--- src/rtl/serial_divider.sv ---
// Serial restoring divider: one quotient bit per clock, MSB first.
// A 2*W-bit dividend divided by a W-bit divisor gives a 2*W-bit quotient and a W-bit remainder.
// A zero divisor skips the iteration and reports an all-ones quotient with dbz set.
module serial_divider #(
  parameter int W = 4
) (
  input  logic           clk,
  input  logic           rst,
  input  logic           start,
  input  logic [2*W-1:0] dividend,
  input  logic [W-1:0]   divisor,
  output logic [2*W-1:0] q,
  output logic [W-1:0]   r,
  output logic           busy,
  output logic           done,
  output logic           dbz
);

  // The counter is one bit wider than 2*W-1 needs, so it can never wrap at the last step.
  localparam int CW = $clog2(2*W) + 1;
  localparam logic [CW-1:0] LAST_STEP = CW'(2*W-1);

  typedef enum logic [1:0] {
    IDLE = 2'd0,
    RUN  = 2'd1,
    DONE = 2'd2
  } state_t;

  state_t         state_r, state_next_s;
  logic [2*W-1:0] dvd_r, quo_r, quo_next_s;
  logic [W-1:0]   dvs_r;
  logic [W:0]     rem_r, rem_shift_s, rem_next_s;
  logic [CW-1:0]  cnt_r;
  logic           qbit_s, last_s, accept_s, zero_s;

  // One restoring step: bring in the next dividend bit and subtract the divisor if it fits.
  always_comb begin
    rem_shift_s = (rem_r << 1) | {{W{1'b0}}, dvd_r[2*W-1]};
    if (rem_shift_s >= {1'b0, dvs_r}) begin
      rem_next_s = rem_shift_s - {1'b0, dvs_r};
      qbit_s     = 1'b1;
    end else begin
      rem_next_s = rem_shift_s;
      qbit_s     = 1'b0;
    end
    quo_next_s = (quo_r << 1) | {{(2*W-1){1'b0}}, qbit_s};
    last_s     = (cnt_r == LAST_STEP);
    accept_s   = start && ((state_r == IDLE) || (state_r == DONE));
    zero_s     = (divisor == {W{1'b0}});
  end

  // Next-state logic: a new request is accepted from IDLE or from the DONE cycle.
  always_comb begin
    state_next_s = state_r;
    case (state_r)
      IDLE: begin
        if (accept_s) begin
          state_next_s = zero_s ? DONE : RUN;
        end else begin
          state_next_s = IDLE;
        end
      end
      RUN: begin
        if (last_s) begin
          state_next_s = DONE;
        end else begin
          state_next_s = RUN;
        end
      end
      DONE: begin
        if (accept_s) begin
          state_next_s = zero_s ? DONE : RUN;
        end else begin
          state_next_s = IDLE;
        end
      end
      default: state_next_s = IDLE;
    endcase
  end

  // State register.
  always_ff @(posedge clk or negedge rst) begin
    if (!rst) begin
      state_r <= IDLE;
    end else begin
      state_r <= state_next_s;
    end
  end

  // Datapath, results and status flags; busy/done are registered from the next state.
  always_ff @(posedge clk or negedge rst) begin
    if (!rst) begin
      dvd_r <= {(2*W){1'b0}};
      dvs_r <= {W{1'b0}};
      rem_r <= {(W+1){1'b0}};
      quo_r <= {(2*W){1'b0}};
      cnt_r <= {CW{1'b0}};
      q     <= {(2*W){1'b0}};
      r     <= {W{1'b0}};
      dbz   <= 1'b0;
      busy  <= 1'b0;
      done  <= 1'b0;
    end else begin
      if (accept_s) begin
        dvd_r <= dividend;
        dvs_r <= divisor;
        rem_r <= {(W+1){1'b0}};
        quo_r <= {(2*W){1'b0}};
        cnt_r <= {CW{1'b0}};
        if (zero_s) begin
          q   <= {(2*W){1'b1}};
          r   <= {W{1'b0}};
          dbz <= 1'b1;
        end
      end else if (state_r == RUN) begin
        dvd_r <= dvd_r << 1;
        rem_r <= rem_next_s;
        quo_r <= quo_next_s;
        if (last_s) begin
          q   <= quo_next_s;
          r   <= rem_next_s[W-1:0];
          dbz <= 1'b0;
        end else begin
          cnt_r <= cnt_r + CW'(1);
        end
      end
      busy <= (state_next_s == RUN);
      done <= (state_next_s == DONE);
    end
  end

endmodule

--- config.mk ---
export PLATFORM = sky130hd
export DESIGN_NAME = serial_divider
export DESIGN_NICKNAME = d
export VERILOG_FILES = /design/src/rtl/serial_divider.sv
export SDC_FILE = /design/constraint.sdc
export NUM_CORES = 1
export LEC_CHECK = 0
export BUFFER_PORTS_ARGS = -buffer_cell sky130_fd_sc_hd__buf_2
export CAP_MARGIN = 20
export CORE_MARGIN = 5
export CORE_UTILIZATION = 45
export CTS_CLUSTER_DIAMETER = 200
export DETAILED_ROUTE_END_ITERATION = 16
export PLACE_DENSITY_LB_ADDON = 0.25
export SLEW_MARGIN = 20
export SYNTH_ARGS = -nofsm -noshare
export SYNTH_HDL_FRONTEND = slang
export SYNTH_SLANG_ARGS = --single-unit
--- constraint.sdc ---
create_clock -name clk -period 2 [get_ports clk]
set_input_delay 0.5 -clock clk [delete_from_list [all_inputs] [get_ports clk]]
set_output_delay 0.5 -clock clk [all_outputs]
set_load 0.01 [all_outputs]
# After elaboration in Yosys (flattened, before gate mapping)
# Cells that the tools add are included.
# totals
output_inout_bits,15
regBits,44
# op_classes
n_lt_le_gt_ge,1
n_reduce_logical,9
mux,27
eq_ne,7
add_sub_neg,2
bitwise_logic,2
# ops
operator,count
$mux 8,6
$mux 4,10
$mux 7,2
$or 8x1->8,1
$mux 2,3
$ge 5x4->1,1
$mux 1,5
$or 5x1->5,1
$add 4x1->4 const B,1
$eq 2x1->1 const B,2
$eq 2x2->1 const B,2
$eq 4x3->1 const B,1
$logic_not 4->1,1
$ne 2x1->1 const B,2
$pmux 2 s2,1
$reduce_bool 2->1,2
$sub 4x4->4,1
$reduce_and 3->1,1
$logic_not 2->1,1
$reduce_and 2->1,1
$reduce_or 2->1,1
$logic_and 1x1->1,1
$logic_or 1x1->1,1

# Longest topological paths before layout
# logic_depth
depth_word,7
depth_mapped,7
ltp_nobuf,6

# Worst setup path after synthesis
# No wires, ideal clock.
# synth_path
path_kind,register -> register
startpoint,register rem_r[1]
endpoint,register r[3]
required_ns,1.865
slack_ns,0.348
setup_time_ns,0.135
path_buffers,0
stages_incl_launch_ff,6
t_arrival_ns,1.517
synth_period_minus_slack_ns,1.652
path_cell_list,dfrtp_1 -> ha_1 -> or2_4 -> a211o_4 -> a21oi_2 -> o31ai_1
# synth_via
elab_chain_cells,6
word_cells_on_any_way,7
# synth_rtl
element,line,text
start: declaration,32,"logic [W:0] rem_r, rem_shift_s, rem_next_s;"
start signal: assignment,95,rem_r <= {(W+1){1'b0}};
start signal: assignment,107,rem_r <= {(W+1){1'b0}};
start signal: assignment,117,rem_r <= rem_next_s;
$or 5x1->5 (*),38,"rem_shift_s = (rem_r << 1) | {{W{1'b0}}, dvd_r[2*W-1]};"
$sub 4x4->4 or $ge 5x4->1 (tied branches),"40, 39",
$mux 4 (*),39,"if (rem_shift_s >= {1'b0, dvs_r}) begin"
$mux 4 (*),119,if (last_s) begin
$mux 4 (*),115,end else if (state_r == RUN) begin
$mux 4 (*),104,if (accept_s) begin
end signal: assignment,99,r <= {W{1'b0}};
end signal: assignment,112,r <= {W{1'b0}};
end signal: assignment,121,r <= rem_next_s[W-1:0];
end: declaration,13,"output logic [W-1:0] r,"
# Mark *: on every way between the ends. The rest lies on a longest branch, timed or not. The select of a mux whose other input is x is not followed.
# A chain may end at the register's enable or synchronous reset.

# Worst setup path in the final report
# layout_path
startpoint,register rem_r[1]
endpoint,register r[0]
# layout_via
elab_chain_cells,6
# layout_rtl
element,line
$or 5x1->5,38
$ge 5x4->1,39
$mux 4,39
$mux 4,119
$mux 4,115
$mux 4,104
# No other way between the ends. The select of a mux whose other input is x is not followed.

==> impl_metrics.csv <==
group,metric,value,unit
layout,antenna_cells,0,
setup_path,slowest_stage,"dfrtp_1",
sta,post-route-period-util,90.0,%
layout,n_fill_cell,375,
setup_path,r2r_slack,200,ps
run,drv_cap,0,
layout,area_delta_synth_final,17.1,%
clock_network,cts_max_level,2,
logic_synthesis,synth_area_leaders,"dfrtp_1 (54%), nand2_1 (7.4%), nand3_1 (3.9%), a22o_1 (3.5%), ha_1 (3.1%)",
setup_path,crit_type,"reg2reg",
logic_synthesis,yosysWarnings,0,
power,swShare,40.4,%
floorplan,row_count,24,
setup_path,required,2170,ps
layout,seq_area,1100,µm²
logic_synthesis,synth-edff-count,0,
grt,grt-ovfl-total,0,
routing,dr.pass1.iters,4,
setup_path,worstReg2RegEnd,"r[0]",
power,leakage,0.00117,µW
setup_path,cp_num_cells,5,
logic_synthesis,ys.flop_type,"dfrtp_1",
power,p_seq_share,36.5,%
clock_network,cts_buffer_depth,2,
logic_synthesis,seq_area_frac_synth,54.2,%
grt,grt_pass1_wl,7.20,mm
clock_network,cts_sinks,44,
run_status,outcome,"finished, final reports clean",
routing,routedWlPerCell,14.5,µm
sta,maxSlewViolCount,0,
sta,finClkSkew,6.49,ps
logic_synthesis,netlist.top_cell.by_area,"dfrtp_1",
clock_network,root_buffer,"clkbuf_8",
clock_network,cts_resized,0,
logic_synthesis,async_reset_ff_share,100,%
sta,rsz0062_at_grt,"false",
setup_path,r2r_start,"rem_r[1]",
logic_synthesis,syn-cell-area,2030,µm²
sta,tns,0,ps
power,combPwrFrac,47.4,%
floorplan,start_util,46.6,%
power,powerDensity,1820,nW/µm²
sta,hold_viol_final,0,
power,clock_power_share,16.1,%
setup_path,crit_path_max_incr_delay,440,ps
sta,min_period,1800,ps
grt,grt_max_degree,45,
power,internal-power,2580,µW
routing,avgViaCountPerCell,5.54,
clock_network,cts_setup_buffers,0,
floorplan,die_w,77.2,µm
grt,antenna_found_initial,0,
clock_network,path_clk_slew,90,ps
logic_synthesis,synth_nets,221,
setup_path,crit_path_max_fanout,7,
place,gp_routability_congestion,0.813,
sta,worst_pin_slew,649,ps
routing,routed_wl,4.16,mm
logic_synthesis,yosys.area.top_type_share,54.2,%
setup_path,worstPathArrival,1970,ps
layout,fin_util,54.6,%
logic_synthesis,synth_cell_types,36,
sta,max_freq,556,MHz
power,switchingPower,1750,µW
floorplan,num_io_pins,30,
floorplan,core,4350,µm²
setup_path,startpoint,"rem_r[1]",
logic_synthesis,ys_ff_latch,44,
routing,ant_nets,0,
setup_path,path_buf_inv,0,
worst_hold_path,hp-class,"in2async",
routing,drt_iter0_drc,151,
setup_path,worstSetupEndpointType,"register",
clock_network,cts_tree,"built",
power,ir_worst_vdd,0.747,mV
floorplan,die_y,77.2,µm
setup_path,path_cells,"ha_1, or2_4, a211o_4, a21oi_1, o31ai_1",
setup_path,endpoint,"r[0]",
setup_path,crit_family,"compound AO/OA/AOI/OAI gates",
clock_network,cts_buffers,5,
setup_path,r2r_cells,5,
sta,setup_viol,0,
layout,final_nets,255,
setup_path,start_kind,"register",
place,place_hpwl,2.89,mm
layout,drive_above_1_share,22.6,%
place,io_buffers,29,
clock_network,ctsHoldBuffers,0,
clock_network,clock_latency,300,ps
layout,multi_input_area,856,µm²
sta,slew_headroom,56.7,%
grt,first_global_vias,1522,
grt,gr-usage-all-layers,14.9,%
logic_synthesis,syn_area_per_cell,10.2,µm²
routing,vias,1591,
floorplan,dieArea,5960,µm²
routing,remaining_drc_errors,0,
logic_synthesis,syn_inst,200,
-- registers in the layout (all words and copies together), names as in the netlist, 2 cells and up --
name and count:
cnt_r 4, dvd_r 8, state_r 2, r 4, rem_r 4, dvs_r 4, quo_r 7, q 8
-- metrics by stage --
| stage | cell area [µm²] | worst slack, ps | power, µW | cells | hold slack (ps) |
|---|---|---|---|---|---|
| after floorplan | 2030 | 348 | 3080 | 200 | 204 |
| after global placement | 2260 | 244 | 3600 | 279 | 460 |
| after detailed placement | 2260 | 238 | 3640 | 279 | 464 |
| after CTS | 2380 | 196 | 4360 | 287 | 173 |
| after global routing | 2380 | 51.9 | 4700 | 287 | 169 |
| final | 2380 | 200 | 4330 | 287 | 161 |
-- kinds of logic after synthesis --
group / synth area share, %
and+or+nand+nor: 20.1
buffers and inverters: 3.64
xor gates and xnor gates: 1.29
adders and majority gates: 4.07
AOI/OAI and AO/OA: 16.7
DFF: 54.2
-- final cells by class --
class	instances	share of cell area [%]
Sequential cell	44	46.3
Multi-Input combinational cell	139	36.0
Clock inverter	3	1.95
Tap cell	52	2.74
Clock buffer	5	2.89
Inverter	8	1.26
Timing Repair Buffer	36	8.84
-- cells in the final DEF, fill, tap and decap left out, types with 2 or more instances in the layout --
cell,Yosys,final
a21oi_1,6,6
a22o_1,8,8
a22oi_1,6,6
a31oi_1,3,3
buf_2,8,29
buf_4,0,6
clkbuf_8,0,5
dfrtp_1,44,44
ha_1,5,5
inv_1,8,8
nand2_1,40,40
nand2b_1,2,2
nand3_1,16,16
nor2_1,5,5
nor2_2,2,2
nor2b_1,4,4
nor3_1,5,5
nor4_2,2,2
o21ai_0,12,12
o31ai_1,5,5
xor2_1,2,2
-- worst min path at each step --
stage | startpoint | endpoint | slack, ps | depth (start not counted)
global placement | dvd_r[4] | dvd_r[4] | 460 | 2
finish | rst | r[2] | 160 | 2
global route | rst | r[2] | 170 | 2
detailed placement | dvd_r[4] | dvd_r[4] | 460 | 2
floorplan | rst | busy | 200 | 0
CTS | rst | r[1] | 170 | 2
-- power groups by stage --
stage	logic (µW)	clock network (µW)	registers, µW
final	2050	695	1580
after global routing	2320	748	1640
after CTS	2070	709	1580
after detailed placement	2040	0	1600
after global placement	2010	0	1590
after floorplan	1470	0	1610
-- cells in the mapped netlist (2+ instances only) --
cell type	n
dfrtp_1	44
nand2_1	40
nand3_1	16
o21ai_0	12
a22o_1	8
buf_2	8
inv_1	8
a21oi_1	6
a22oi_1	6
ha_1	5
nor2_1	5
nor3_1	5
o31ai_1	5
nor2b_1	4
a31oi_1	3
nand2b_1	2
nor2_2	2
nor4_2	2
xor2_1	2
-- routing by layer --
metal	vias up	global-route usage (%)	routed length [µm]
met5	-	0	0
li1	772	-	-
met3	5	4.57	229
met1	770	20.8	1880
met2	44	21.9	2010
met4	0	4.81	38
(Power assumes the default switching activity.)
